--- src/rtl/hid_report_arbiter.sv ---
// Shares one HID report display register among up to three usb_hid_host ports.
// Optional stale-owner detection is enabled with `define HID_ARB_STALE_EN.
module hid_report_arbiter #(
   parameter int NPORTS       = 3,
   parameter int REPORT_BITS  = 64,
   parameter int DWELL_CYCLES = 12000000,
   parameter int STALE_CYCLES = 6000000
) (
   input  logic                          usbclk,
   input  logic                          usbrst_n,
   input  logic [NPORTS-1:0]             rep_stb,
   input  logic [NPORTS*REPORT_BITS-1:0] rep_data,
   input  logic [NPORTS*2-1:0]           rep_typ,
   input  logic [NPORTS-1:0]             rep_conerr,
   input  logic                          man_en,
   input  logic [1:0]                    man_port,
   output logic [REPORT_BITS-1:0]        disp_data,
   output logic [1:0]                    disp_port,
   output logic [1:0]                    disp_typ,
   output logic                          disp_stb,
   output logic [NPORTS-1:0]             fresh,
   output logic                          disp_stale
);

   if (NPORTS < 1 || NPORTS > 3)
      $error("NPORTS out of range");
   if (DWELL_CYCLES < 2 || DWELL_CYCLES > 24'hFFFFFF)
      $error("DWELL_CYCLES out of range");
   if (STALE_CYCLES < 1 || STALE_CYCLES > 24'hFFFFFF)
      $error("STALE_CYCLES out of range");

   typedef enum logic {
      ST_ARB,
      ST_HOLD
   } state_t;

   state_t                  r_state;
   logic [REPORT_BITS-1:0]  r_buf [NPORTS];
   logic [NPORTS-1:0]       r_fresh;
   logic [1:0]              r_last;
   logic [23:0]             r_dwell;
   logic [REPORT_BITS-1:0]  r_disp_data;
   logic [1:0]              r_disp_port;
   logic [1:0]              r_disp_typ;
   logic                    r_disp_stb;

   logic [NPORTS-1:0]       w_elig;
   logic [NPORTS-1:0]       w_cand;
   logic                    w_pick_vld;
   logic [1:0]              w_pick;
   logic                    w_owner_elig;
   logic                    w_owner_fresh;
   logic                    w_leave;
   logic                    w_load;
   logic [1:0]              w_load_port;
   logic [REPORT_BITS-1:0]  w_data_sel;
   logic [1:0]              w_typ_sel;

   always_comb begin
      int idx;
      idx           = 0;
      w_elig        = '0;
      w_cand        = '0;
      w_pick_vld    = 1'b0;
      w_pick        = 2'd0;
      w_owner_elig  = 1'b0;
      w_owner_fresh = 1'b0;
      for (int i = 0; i < NPORTS; i++) begin
         w_elig[i] = (rep_typ[2*i +: 2] != 2'd0) && !rep_conerr[i];
         w_cand[i] = r_fresh[i] && (!man_en || man_port == 2'(i));
         if (r_disp_port == 2'(i)) begin
            w_owner_elig  = w_elig[i];
            w_owner_fresh = r_fresh[i];
         end
      end
      // Round-robin search starting just after the last granted port
      for (int k = 1; k <= NPORTS; k++) begin
         idx = (int'(r_last) + k) % NPORTS;
         if (!w_pick_vld && w_cand[idx]) begin
            w_pick_vld = 1'b1;
            w_pick     = 2'(idx);
         end
      end
   end

   always_comb begin
      w_leave     = !w_owner_elig ||
                    (man_en && man_port != r_disp_port);
      w_load      = 1'b0;
      w_load_port = r_disp_port;
      // No load while disp_stb is high keeps pulses one cycle apart
      if (r_state == ST_ARB) begin
         if (w_pick_vld && !r_disp_stb) begin
            w_load      = 1'b1;
            w_load_port = w_pick;
         end
      end else if (!w_leave && w_owner_fresh && !r_disp_stb) begin
         w_load = 1'b1;
      end
   end

   always_comb begin
      w_data_sel = '0;
      w_typ_sel  = 2'd0;
      for (int i = 0; i < NPORTS; i++) begin
         if (w_load_port == 2'(i)) begin
            w_data_sel = r_buf[i];
            w_typ_sel  = rep_typ[2*i +: 2];
         end
      end
   end

   always_ff @(posedge usbclk or negedge usbrst_n) begin
      if (!usbrst_n) begin
         for (int i = 0; i < NPORTS; i++)
            r_buf[i] <= '0;
         r_fresh <= '0;
      end else begin
         for (int i = 0; i < NPORTS; i++) begin
            if (rep_stb[i] && w_elig[i])
               r_buf[i] <= rep_data[i*REPORT_BITS +: REPORT_BITS];
            r_fresh[i] <= (rep_stb[i] && w_elig[i]) ||
                          (r_fresh[i] && w_elig[i] &&
                           !(w_load && w_load_port == 2'(i)));
         end
      end
   end

   always_ff @(posedge usbclk or negedge usbrst_n) begin
      if (!usbrst_n) begin
         r_state     <= ST_ARB;
         r_last      <= 2'(NPORTS - 1);
         r_dwell     <= '0;
         r_disp_data <= '0;
         r_disp_port <= 2'd0;
         r_disp_typ  <= 2'd0;
         r_disp_stb  <= 1'b0;
      end else begin
         r_disp_stb <= w_load;
         if (w_load) begin
            r_disp_data <= w_data_sel;
            r_disp_port <= w_load_port;
            r_disp_typ  <= w_typ_sel;
         end
         unique case (r_state)
            ST_ARB: begin
               if (w_load) begin
                  r_last  <= w_pick;
                  r_dwell <= 24'(DWELL_CYCLES - 1);
                  r_state <= ST_HOLD;
               end
            end
            ST_HOLD: begin
               if (w_leave || r_dwell == 24'd0)
                  r_state <= ST_ARB;
               else
                  r_dwell <= r_dwell - 24'd1;
            end
         endcase
      end
   end

`ifdef HID_ARB_STALE_EN
   logic [23:0] r_stale_cnt;

   always_ff @(posedge usbclk or negedge usbrst_n) begin
      if (!usbrst_n)
         r_stale_cnt <= '0;
      else if (r_disp_stb)
         r_stale_cnt <= '0;
      else if (r_stale_cnt != 24'hFFFFFF)
         r_stale_cnt <= r_stale_cnt + 24'd1;
   end

   assign disp_stale = (r_stale_cnt >= 24'(STALE_CYCLES)) &&
                       !r_disp_stb;
`else
   assign disp_stale = 1'b0;
`endif

   assign disp_data = r_disp_data;
   assign disp_port = r_disp_port;
   assign disp_typ  = r_disp_typ;
   assign disp_stb  = r_disp_stb;
   assign fresh     = r_fresh;

endmodule
--- config.mk ---
export PLATFORM = sky130hd
export DESIGN_NAME = hid_report_arbiter
export DESIGN_NICKNAME = d
export VERILOG_FILES = /design/src/rtl/hid_report_arbiter.sv
export SDC_FILE = /design/constraint.sdc
export NUM_CORES = 1
export LEC_CHECK = 0
export CELL_PAD_IN_SITES_DETAIL_PLACEMENT = 1
export CELL_PAD_IN_SITES_GLOBAL_PLACEMENT = 1
export CORE_ASPECT_RATIO = 1.2
export CORE_MARGIN = 4
export CORE_UTILIZATION = 40
export DETAILED_ROUTE_END_ITERATION = 7
export HOLD_SLACK_MARGIN = 0.02
export PLACE_DENSITY = 0.92
export REMOVE_ABC_BUFFERS = 1
export SLEW_MARGIN = 10
export SYNTH_ARGS = -nofsm -noshare
export SYNTH_HDL_FRONTEND = slang
export SYNTH_SLANG_ARGS = --single-unit
export TNS_END_PERCENT = 50
--- constraint.sdc ---
create_clock -name usbclk -period 6.7 [get_ports usbclk]
set_input_delay 1.34 -clock usbclk [delete_from_list [all_inputs] [get_ports usbclk]]
set_output_delay 1.34 -clock usbclk [all_outputs]
set_load 0.005 [all_outputs]
==> impl_metrics.csv <==
group,metric,value,unit
outcome,run_status,"completed",
timing,setup_slack,1860,ps
logic_synthesis,synth.top_cells.by_count,"dfrtp_1 (290), mux2_2 (192), nand3_1 (69), nand4_1 (67), nand2_1 (60)",
cells_and_area,nFillCells,3176,
detailed_routing,antenna_left,0,
worst_setup_path,slowest_delay,650,ps
logic_synthesis,ys_ff_latch,291,
logic_synthesis,synth.largest_area_cell,"dfrtp_1",
grt,grt_pass1_vias,11600,
detailed_routing,vias,10100,
cts,cts_tree,"built",
timing,grt_setup_unrepaired,"false",
worst_setup_path,worst-setup-path-type,"in2reg",
logic_synthesis,avgSynthCellArea,12.2,sq um
die,die_w,172,microns
logic_synthesis,synth_top_area_share,56.4,%
worst_hold_path,hp-class,"reg2reg",
power_and_ir_drop,p_per_area,417,nW/um^2
die,die_area,35100,sq um
worst_setup_path,path_delay_family,"buffers and inverters",
logic_synthesis,synth_edf_count,0,
cts,clk_path_buf_depth,3,
grt,antenna_found_initial,7,
cells_and_area,nNetsFinal,1508,
timing,max_freq,207,MHz
logic_synthesis,synth_most_common_cell,"dfrtp_1",
place,dpl_cell_area,16000,sq um
logic_synthesis,synthCells,1053,
cts,postCtsSetupBuffers,0,
cts,cts_htree_levels,1,
timing,min_period_over_period,72.2,%
timing,hold_viol,0,
grt,grtUsageTotal,24.7,%
cells_and_area,syn_to_final_growth,32.0,%
worst_setup_path,cp_num_buf_inv,3,
cells_and_area,drive_gt1_share,20.6,%
logic_synthesis,yosysWarnings,0,
worst_setup_path,rrSetupSlack,2590,ps
worst_setup_path,cp_data_arrival_time,5270,ps
place,place_ws,1350,ps
worst_setup_path,crit_path_end_kind,"flip-flop",
cts,insertion_delay,570,ps
cells_and_area,fin_util,53.9,%
logic_synthesis,synth_cell_types,59,
cts,clk_root_buffer_cell,"clkbuf_16",
cts,post_cts_resized,0,
detailed_routing,wire_per_inst,25.5,microns
worst_setup_path,path_cells,"clkdlybuf4s50_1 -> o21ai_2 -> and3_1 -> or3_4 -> o41ai_4 -> a22o_4 -> clkinv_2 -> buf_4 -> a31oi_1 -> nand3_1",
place,dp_hpwl,28000,microns
timing,relSlewSlack,18.4,%
cts,cts_buffers,31,
worst_setup_path,critPathLaunchType,"input pin",
cts,cts_hold_buffers,0,
grt,grt_overflow,0,
cts,cts.sinks,291,
logic_synthesis,netlist_area,12900,sq um
timing,tightestPinTransition,1220,ps
cells_and_area,final_area,17000,sq um
detailed_routing,wirelength,43800,microns
die,initial_core_util,40.8,%
logic_synthesis,async_reset_ff_share,100,%
logic_synthesis,synth_ff_type,"dfrtp_1",
logic_synthesis,ys_seq_area_share,56.6,%
power_and_ir_drop,ir_drop,238,uV
die,num_io_pins,282,
die,std_cell_rows,71,
die,core,31500,sq um
power_and_ir_drop,p_leak,0.00705,uW
die,fp.dieH,204,microns
worst_setup_path,slowest_stage,"clkdlybuf4s50_1",
timing,finalMaxSlewViolations,0,
worst_setup_path,cp_data_required_time,7140,ps
place,routabilityCongestion,0.798,
grt,grt_max_degree,176,
detailed_routing,vias_per_cell,5.84,
detailed_routing,drt_pass1_iterations,5,
timing,finalClockSkew,19.2,ps
grt,grt_first_pass_wirelength,67700,microns
logic_synthesis,ys_top_cells_by_area,"dfrtp_1 (56%), mux2_2 (17%), nand4_1 (3.3%)",
cts,clk_pin_slew,60,ps
run,maxCapViolations,0,
timing,finalCriticalPeriod,4840,ps
detailed_routing,drtIter0Drc,547,
worst_setup_path,critical_path.max_fanout,47,
timing,setup_viol,0,
detailed_routing,drc_errors,0,
place,io_buffers,280,
[sequential cells by signal, indices dropped and copies added (netlist names)]
register,count
disp_typ,2
disp_stb,1
fresh,3
disp_port,2
r_state,1
r_dwell,24
disp_data,64
r_last,2
r_buf,192
[worst min-delay path, delay by kind of cell (launching register included)]
kind,cells,cell delay (ps)
DFF,1,340
and+or+nand+nor,2,130
[layout by cell type, fill, tap and decap left out, drive strengths merged, types with 3 or more instances in the layout]
cell / n
xor2: 13
a31oi: 34
or2: 3
nor4: 5
nand4: 67
xnor2: 5
o21ai: 12
clkbuf: 44
or4: 4
nand3: 69
a21oi: 9
clkdlybuf4s50: 279
buf: 12
nand2: 60
and3: 33
inv: 13
o211ai: 40
dfrtp: 290
mux2: 192
nor2: 23
nand2b: 3
nor3: 7
clkinv: 9
mux2i: 37
and2: 3
or3: 12
ha: 4
[layout make-up]
| class | count | area [sq um] | area share, % |
|---|---|---|---|
| Inverter | 13 | 51.3 | 0.302 |
| Timing Repair Buffer | 291 | 2920 | 17.2 |
| Multi-Input combinational cell | 667 | 5220 | 30.7 |
| Tap cell | 401 | 502 | 2.95 |
| Clock inverter | 11 | 116 | 0.685 |
| Antenna cell | 2 | 5.00 | 0.0295 |
| Clock buffer | 44 | 895 | 5.27 |
| Sequential cell | 291 | 7280 | 42.9 |
[through the flow]
step | hold slack (ps) | TNS (ps) | cells | power (uW)
floorplan | 464 | -5420 | 971 | 3930
global placement | 477 | 0 | 1663 | 5170
detailed placement | 493 | 0 | 1663 | 5350
CTS | 503 | 0 | 1718 | 7140
global route | 519 | 0 | 1720 | 7460
finish | 500 | 0 | 1720 | 7090
[report_power, final]
part / internal [uW] / switching [uW] / total (uW)
Combinational: 1180 / 1720 / 2900
Clock: 1000 / 717 / 1720
Sequential: 2190 / 283 / 2470
[path summary, 6_finish.rpt]
check / startpoint / cells past startpoint / to
max in group asynchronous: usbrst_n / 2 / r_buf[78]
hold reg to reg: r_buf[145] / 2 / disp_data[17]
hold / removal: r_buf[145] / 2 / disp_data[17]
min in group asynchronous: usbrst_n / 1 / r_buf[187]
setup reg to reg: r_last[1] / 10 / disp_data[56]
setup / recovery: man_en / 10 / disp_data[56]
[logic make-up after synthesis]
kind of cell / Yosys count / synth area share, %
other: 1 / 0.0291
adders and majority gates: 4 / 0.389
DFF: 291 / 56.6
xor gates and xnor gates: 18 / 1.23
buffers and inverters: 95 / 3.19
muxes: 229 / 19.7
AOI/OAI and AO/OA: 122 / 6.85
and+or+nand+nor: 293 / 12.0
[layer usage]
layer	vias to the layer above	part of all wire, %	track usage [%]
li1	4354	-	-
met1	5250	37	28.0
met2	345	53	44.7
met3	96	7.0	6.77
met4	8	3.0	7.87
met5	-	0.12	0
(Power assumes the default switching activity.)
